==> src/rtl/frame_recenter.sv <==
// Re-centres a frame whose first VSHIFT lines were consumed upstream: drops those
// lines, then appends VSHIFT synthetic lines and blanks a BORDER-wide frame edge.
module frame_recenter #(
  parameter int unsigned    COL        = 640,
  parameter int unsigned    ROW        = 480,
  parameter int unsigned    DW         = 24,
  parameter int unsigned    VSHIFT     = 1,
  parameter int unsigned    BORDER     = 1,
  parameter int unsigned    FLUSH_GAP  = 100,
  parameter int unsigned    HGAP       = 16,
  parameter logic [DW-1:0]  BORDER_VAL = '0
) (
  input  logic          clk,
  input  logic          rst_n,
  input  logic          i_de,
  input  logic [DW-1:0] i_data,
  output logic          o_de,
  output logic [DW-1:0] o_data,
  output logic          o_pair_en,
  output logic          o_sof,
  output logic          o_eol,
  output logic          o_err
);

  typedef enum logic [1:0] {PASS, GAP, FLUSH, HBLK} state_t;

  localparam logic [15:0] COL_M1  = 16'(COL - 1);
  localparam logic [15:0] ROW_M1  = 16'(ROW - 1);
  localparam logic [15:0] GAP_M1  = 16'(FLUSH_GAP - 1);
  localparam logic [15:0] HGAP_M1 = 16'(HGAP - 1);
  localparam logic [15:0] H_HI    = 16'(COL - BORDER);
  localparam logic [15:0] V_HI    = 16'(ROW - BORDER);

  state_t        state;
  logic [15:0]   in_col, in_row, cnt, syn_cnt, out_h, out_v;
  logic          s1_vld, s1_err;
  logic [DW-1:0] s1_data;
  logic          row_skip, more_syn, border;

  // "+1 <=" forms keep the compares well-formed when VSHIFT or BORDER is 0
  always_comb begin
    row_skip = (17'(in_row) + 17'd1) <= 17'(VSHIFT);
    more_syn = (17'(syn_cnt) + 17'd1) < 17'(VSHIFT);
    border   = ((17'(out_h) + 17'd1) <= 17'(BORDER)) || (out_h >= H_HI) ||
               ((17'(out_v) + 17'd1) <= 17'(BORDER)) || (out_v >= V_HI);
  end

  always_ff @(posedge clk or negedge rst_n) begin
    if (!rst_n) begin
      state     <= PASS;
      in_col    <= '0;
      in_row    <= '0;
      cnt       <= '0;
      syn_cnt   <= '0;
      out_h     <= '0;
      out_v     <= '0;
      s1_vld    <= 1'b0;
      s1_err    <= 1'b0;
      s1_data   <= '0;
      o_de      <= 1'b0;
      o_data    <= '0;
      o_pair_en <= 1'b0;
      o_sof     <= 1'b0;
      o_eol     <= 1'b0;
      o_err     <= 1'b0;
    end else begin
      s1_vld  <= 1'b0;
      s1_err  <= 1'b0;
      s1_data <= '0;
      unique case (state)
        PASS: if (i_de) begin
          s1_vld  <= !row_skip;
          s1_data <= i_data;
          if (in_col == COL_M1) begin
            in_col <= '0;
            if (in_row == ROW_M1) begin
              in_row <= '0;
              if (VSHIFT > 0) begin
                cnt   <= '0;
                state <= (FLUSH_GAP == 0) ? FLUSH : GAP;
              end
            end else begin
              in_row <= in_row + 16'd1;
            end
          end else begin
            in_col <= in_col + 16'd1;
          end
        end
        GAP: begin
          s1_err <= i_de;
          if (cnt == GAP_M1) begin
            cnt   <= '0;
            state <= FLUSH;
          end else begin
            cnt <= cnt + 16'd1;
          end
        end
        FLUSH: begin
          s1_err  <= i_de;
          s1_vld  <= 1'b1;
          s1_data <= BORDER_VAL;
          if (cnt == COL_M1) begin
            cnt <= '0;
            if (more_syn) begin
              syn_cnt <= syn_cnt + 16'd1;
              state   <= (HGAP == 0) ? FLUSH : HBLK;
            end else begin
              syn_cnt <= '0;
              state   <= PASS;
            end
          end else begin
            cnt <= cnt + 16'd1;
          end
        end
        HBLK: begin
          s1_err <= i_de;
          if (cnt == HGAP_M1) begin
            cnt   <= '0;
            state <= FLUSH;
          end else begin
            cnt <= cnt + 16'd1;
          end
        end
      endcase

      // Output stage: position counters describe the pixel now leaving s1
      o_de  <= s1_vld;
      o_err <= s1_err;
      if (s1_vld) begin
        o_data    <= border ? BORDER_VAL : s1_data;
        o_sof     <= (out_h == '0) && (out_v == '0);
        o_eol     <= (out_h == COL_M1);
        o_pair_en <= out_h[0];
        if (out_h == COL_M1) begin
          out_h <= '0;
          out_v <= (out_v == ROW_M1) ? '0 : out_v + 16'd1;
        end else begin
          out_h <= out_h + 16'd1;
        end
      end else begin
        o_data    <= '0;
        o_sof     <= 1'b0;
        o_eol     <= 1'b0;
        o_pair_en <= 1'b0;
      end
    end
  end

endmodule

==> config.mk <==
export PLATFORM = sky130hd
export DESIGN_NAME = frame_recenter
export DESIGN_NICKNAME = d
export VERILOG_FILES = /design/src/rtl/frame_recenter.sv
export SDC_FILE = /design/constraint.sdc
export NUM_CORES = 1
export LEC_CHECK = 0
export CAP_MARGIN = 40
export CORE_MARGIN = 5
export CORE_UTILIZATION = 60
export CTS_BUF_LIST = sky130_fd_sc_hd__clkbuf_4 sky130_fd_sc_hd__clkbuf_8
export DETAILED_ROUTE_END_ITERATION = 10
export HOLD_SLACK_MARGIN = 0.08
export PLACE_DENSITY_LB_ADDON = 0.3
export SLEW_MARGIN = 0
export SYNTH_ARGS = -nofsm -noshare
export SYNTH_HDL_FRONTEND = slang
export SYNTH_SLANG_ARGS = --single-unit
==> constraint.sdc <==
create_clock -name clk -period 4.25 [get_ports clk]
set_input_delay 0.85 -clock clk [delete_from_list [all_inputs] [get_ports clk]]
set_output_delay 0.85 -clock clk [all_outputs]
set_load 0.02 [all_outputs]
==> flow_summary.toml, run 1 <==
[global_routing]
grt_pass1_vias = 6180
grt_first_pass_wirelength_um = 29900
grtUsageTotal = 0.225
antenna_found_initial = 0
grt_max_degree = 73
grt_overflow = 0

[worst_setup_path]
cp_max_fo = 24
cp_data_arrival_time_ns = 3.20
path_class = "register to register"
crit_path_max_incr_delay_ns = 0.49
worstPathRequired_ns = 4.57
worstSetupStartpointType = "register"
crit_family = "simple AND/OR/NAND/NOR gates"
critical_path.slowest_cell = "dfrtp_1"
cp.buffers_inverters = 1
cpMostUsedCell = "nor4_4"
cp_cell_sequence = "ha_1 -> nand4_2 -> nor4_4 -> nand4b_1 -> a221o_1 -> nor4_4 -> buf_4 -> nor4b_1"
end_kind = "register"

[floorplan]
die_h_um = 126
core_area_um2 = 13200
die_w_um = 126
dieArea_um2 = 15900
row_count = 42
initial_core_util = 0.612
ios = 56

[timing]
period_share = 0.676
slew_headroom = 0.430
setup_slack_ns = 1.38
period_needed_ns = 2.87
setup_viol = 0
rsz0062_at_grt = "false"
finalSetupTns_ns = 0
fin_worst_skew_ns = 0.0120
worstMarginPinSlew_ns = 0.848
final-hold-violation-count = 0
drv_slew = 0
fmax_ghz = 0.348

[power_and_ir_drop]
ir_drop_mv = 0.285
pwr-share-clk = 0.430
intPower_mw = 2.03
p_sw_frac = 0.243
p_leak_nw = 3.89
p_sw_mw = 0.655
p_total_mw = 2.69
p_per_area_nw_per_um2 = 294
power_frac_comb = 0.028
seq_power_share = 0.542

[run_status]
status = "finished clean"

[clock_tree]
cts_resized = 0
cts.clk_slew.worst_paths_ns = 0.09
cts_buffer_depth = 2
clk_latency_ns = 0.45
cts_tree = "done"
cts_htree_levels = 4
ctsHoldBuffers = 0
clock_sinks = 153
root_buffer = "clkbuf_8"
cts_setup_buffers = 0
numCtsBuffers = 17

[flow_run]
drv_cap = 0

[routing]
first_iter_violations = 435
drcViolationCount = 0
wl_um = 17300
drtPass1Iterations = 5
wire_per_inst_um = 16.5
routed_via_density = 6.16
ant_nets = 0
vias = 6486

[synthesis]
synth_edf_count = 0
synth_ff_type = "dfrtp_1"
synth.avg_cell_area_um2 = 9.76
ys_types = 77
synthesis.nets = 868
ys_ff_latch = 153
synth_area_um2 = 8100
synthArstFlopShare = 1.00
seq_area_frac_synth = 0.473
synthCells = 830
yosysWarningCount = 0

[placed_design]
hpwlAfterDp_um = 11700
port_buffers = 55
pre_cts_ws_ns = 1.31
gp_congestion = 0.900
placed_cells = 1021

[layout]
nNetsFinal = 902
fillCellCount = 988
n_antenna_cell = 0
post-route-util = 0.690
layoutNonFillerInstCount = 1053
drive_above_1_share = 0.0969
area.growth.synth_to_final_pct = 12.9

[hold_path]
hold_class = "primary input to async pin"
[stage by stage]
| step | hold slack, ns | cell area (um2) |
|---|---|---|
| 2_1_floorplan | 0.331 | 8100 |
| 3_3_place_gp | 0.337 | 8690 |
| 3_5_place_dp | 0.339 | 8720 |
| 4_1_cts | 0.292 | 9140 |
| 5_1_grt | 0.318 | 9140 |
| 6_report | 0.299 | 9140 |
[Yosys cell counts (5+ instances only)]
library cell	number	area, um2
dfrtp_1	153	3830
nand2_1	84	315
nor2_1	49	184
nand3_1	41	205
o21ai_0	40	200
and3_1	39	244
clkbuf_1	35	131
a21oi_1	29	145
nand4_1	26	163
nor3_1	22	110
xnor2_1	22	193
inv_1	20	75.1
nor4b_2	20	300
o31ai_1	19	143
nor2b_1	18	113
o21ai_1	18	90.1
a31oi_1	15	93.8
nor4_1	15	93.8
ha_1	11	138
and4_1	10	87.6
a21o_1	9	67.6
nor4b_1	9	78.8
xor2_1	9	78.8
and2_1	8	50.1
buf_4	8	60.1
nand2b_1	6	37.5
buf_2	5	25.0
mux2i_1	5	50.1
or4_1	5	37.5
[registers in the layout (all words and copies together) (netlist names)]
name       count
o_pair_en      1
s1_err         1
out_h         16
syn_cnt       16
state          2
o_data        24
o_sof          1
o_eol          1
s1_data       24
in_row        16
out_v         16
in_col        16
o_err          1
cnt           16
s1_vld         1
o_de           1
[final cells by class]
class	count	area [um2]	share of cell area
sequential	153	3830	0.419
tap	176	220	0.0241
timing repair buffer	68	669	0.0732
multi-input combinational	602	3920	0.429
clock inverter	15	183	0.0200
clock buffer	17	234	0.0256
inverter	22	82.6	0.00903
[cell usage in the layout, fill, tap and decap left out, types with 11 or more instances in the layout]
cell             Yosys  final
a21oi_1             29     29
a31oi_1             15     15
and3_1              39     39
buf_4                8     12
clkbuf_8             0     17
clkdlybuf4s50_1      0     54
dfrtp_1            153    153
ha_1                11     11
inv_1               20     20
nand2_1             84     84
nand3_1             41     41
nand4_1             26     26
nor2_1              49     49
nor2b_1             18     18
nor3_1              22     22
nor4_1              15     15
nor4b_2             20     20
o21ai_0             40     40
o21ai_1             18     18
o31ai_1             19     19
xnor2_1             22     22
[power by group through the flow]
stage / logic, mW / registers (mW) / clock network (mW)
5_1_grt: 0.0865 / 1.46 / 1.25
2_1_floorplan: 0.0163 / 1.49 / 0
3_5_place_dp: 0.0787 / 1.49 / 0
3_3_place_gp: 0.0727 / 1.49 / 0
6_report: 0.0758 / 1.46 / 1.16
4_1_cts: 0.0788 / 1.46 / 1.18
[worst register-to-register path: cells and delay by family, from the launching register on]
kind	cells	cell delay [ns]
and+or+nand+nor	5	1.17
DFF	1	0.49
buffers and inverters	1	0.40
AOI/OAI and AO/OA	1	0.37
adders and majority gates	1	0.31
[final timing paths]
kind	slack [ns]	cells after the start	end	from
worst max-delay path	1.38	8	o_data[1]$_DFF_PN0_	out_h[0]$_DFFE_PN0P_
worst min-delay path	0.30	1	out_h[9]$_DFFE_PN0P_	rst_n
worst max register to register	1.38	8	o_data[1]$_DFF_PN0_	out_h[0]$_DFFE_PN0P_
worst min register to register	0.36	0	o_err$_DFF_PN0_	s1_err$_DFF_PN0_
max in group asynchronous	2.92	3	s1_data[19]$_DFF_PN0_	rst_n
min in group clk	0.36	0	o_err$_DFF_PN0_	s1_err$_DFF_PN0_
[routing by layer]
layer / vias up / part of all wire / global-route usage
li1: 3113 / - / -
met1: 3133 / 0.43 / 0.297
met2: 198 / 0.50 / 0.367
met3: 42 / 0.045 / 0.0457
met4: 0 / 0.023 / 0.0890
met5: - / 0 / 0
[cells by family after synthesis]
logic type | Yosys count | share of synthesized area
simple gates | 381 | 0.287
xor+xnor | 31 | 0.0335
buf+inv | 75 | 0.0429
flops | 153 | 0.473
compound gates | 171 | 0.137
mux | 8 | 0.0104
fa+ha+maj | 11 | 0.0170
(Power assumes the default switching activity.)
==> run 2, diff against run 1 <==
CORE_UTILIZATION = 55   (was 60)
clock period = 2.45 ns   (was 4.25 ns; I/O delays follow)
==> run 2 against run 1 <==
  * Flip-flop and latch count stayed put
  * Routed wire length is 5.9% higher
  * Worst setup slack worse by 1.3 ns
  * Via count is 3.0% higher
  * Clock-buffer cell count unchanged
  * Global-route usage decreased by 1.4 points
  * First-iteration DRC count decreased by 24%
  * Fmax is 21% higher
  * Non-clock buffer count increased by 32
  * Largest power group unchanged
==> flow_summary.toml, run 2 (synthesis results as in run 1) <==
[floorplan]
core_area_um2 = 14500
die_w_um = 131
ios = 56
dieArea_um2 = 17300
row_count = 44
initial_core_util = 0.559
die_h_um = 131

[timing]
finalSetupTns_ns = 0
drv_slew = 0
fmax_ghz = 0.422
period_needed_ns = 2.37
worstMarginPinSlew_ns = 0.810
period_share = 0.967
final-hold-violation-count = 0
fin_worst_skew_ns = 0.0125
slew_headroom = 0.456
setup_viol = 0

[clock_tree]
root_buffer = "clkbuf_8"
clock_sinks = 153
numCtsBuffers = 17
cts.clk_slew.worst_paths_ns = 0.09
cts_htree_levels = 4
cts_buffer_depth = 2
cts_tree = "done"
clk_latency_ns = 0.46

[worst_setup_path]
r2r_slack_ns = 0.08
cp_max_fo = 12
r2r-start = "out_v[11]$_DFFE_PN0P_"
end_kind = "register"
worstPathRequired_ns = 2.78
rr_worst_depth = 7
worstReg2RegEnd = "o_data[11]$_DFF_PN0_"
worstSetupStartpointType = "register"
cp_cell_sequence = "clkinv_1 -> or3_4 -> or4_4 -> a2111oi_4 -> buf_4 -> clkbuf_16 -> nor4b_2"
critical_path.slowest_cell = "or3_4"
cp_data_arrival_time_ns = 2.70
path_class = "register to register"
crit_path_max_incr_delay_ns = 0.45

[hold_path]
hold_class = "register to register"
hold-path-endpoint = "o_err$_DFF_PN0_"
hp-start = "s1_err$_DFF_PN0_"
hold_depth = 0

[layout]
n_antenna_cell = 0
final_common_cell = "dfrtp_1"
nNetsFinal = 934
area.growth.synth_to_final_pct = 17.9
drive_above_1_share = 0.143
reg.largest.list = "o_data x24, s1_data x24"
final_area_um2 = 9550
final_cell_mix = "148 x dfrtp_1, 84 x nand2_1, 54 x clkdlybuf4s50_1, 47 x nor2_1, 41 x nand3_1"

[flow_run]
drv_cap = 0

[power_and_ir_drop]
p_leak_nw = 4.10
p_total_mw = 4.78
p_per_area_nw_per_um2 = 500
ir_drop_mv = 0.321

[global_routing]
grt_first_pass_wirelength_um = 31100
antenna_found_initial = 0
grtUsageTotal = 0.211
grt_pass1_vias = 6460
grt_overflow = 0
grt_max_degree = 57

[routing]
drcViolationCount = 0
ant_nets = 0
vias = 6678
first_iter_violations = 329
routed_via_density = 6.11
drtPass1Iterations = 5
wl_um = 18300
wire_per_inst_um = 16.8

[placed_design]
gp_congestion = 0.915
placed_area_um2 = 8970
hpwlAfterDp_um = 12500
port_buffers = 55

[run_status]
status = "finished clean"
run 2: cell count changes in the layout (fill, tap and decap cells not counted), moves of 2 or more:
cell       delta
nor2_1        -2
inv_6         -3
buf_12        +4
clkbuf_16     +2
buf_4        +26
dfrtp_1       -5
dfrtp_2       +5
run 2: worst max-delay path by stage:
stage	startpoint	to	cells after the start
after detailed placement	out_h[0]$_DFFE_PN0P_	o_data[2]$_DFF_PN0_	8
after global placement	out_h[0]$_DFFE_PN0P_	o_data[23]$_DFF_PN0_	8
after CTS	out_h[0]$_DFFE_PN0P_	o_data[2]$_DFF_PN0_	8
after floorplan	out_v[0]$_DFFE_PN0P_	o_data[10]$_DFF_PN0_	7
final	out_v[11]$_DFFE_PN0P_	o_data[11]$_DFF_PN0_	7
after global routing	out_v[1]$_DFFE_PN0P_	o_data[20]$_DFF_PN0_	8
run 2: repair_timing:
item	in CTS	in global routing
hold buffers	1	0
endpoints found under the hold margin	47	0
setup endpoints to repair	0	28
resized for setup	0	18
setup buffers	0	2
run 2: per-stage QoR:
stage | instances | util | setup WS (ns) | hold WS [ns]
after detailed placement | 1056 | 0.619 | 0.0378 | 0.353
final | 1093 | 0.659 | 0.0810 | 0.372
after global placement | 1056 | 0.619 | 0.112 | 0.334
after global routing | 1093 | 0.659 | -0.00821 | 0.378
after CTS | 1089 | 0.650 | 0.0192 | 0.374
after floorplan | 830 | - | 0.0153 | 0.194
run 2: per-layer routing:
layer | part of all wire | track usage
met2 | 0.51 | 0.347
met1 | 0.43 | 0.285
met5 | 0 | 0
met4 | 0.018 | 0.0731
met3 | 0.042 | 0.0356
run 2: where the power goes:
part           switching (mW)  total [mW]  internal, mW  leakage (nW)
Sequential            0.00113        2.53          2.53          2.07
Clock                    1.05        2.10          1.05         0.220
Combinational          0.0849       0.149        0.0637          1.82
Total                    1.14        4.78          3.64          4.10
run 2: cell type report:
class                           count  area (um2)
Fill cell                        1107        4930
Multi-Input combinational cell    602        3980
Sequential cell                   153        3830
Timing Repair Buffer              100         977
Clock buffer                       17         234
Tap cell                          184         230
Clock inverter                     15         205
Inverter                           22        82.6
run 2: critical path: cells and delay by family, from the launching register on:
family	cells	cell delay [ns]
AND/OR/NAND/NOR	3	0.95
buffers and inverters	3	0.54
flip-flops	1	0.42
AO/OA/AOI/OAI	1	0.34
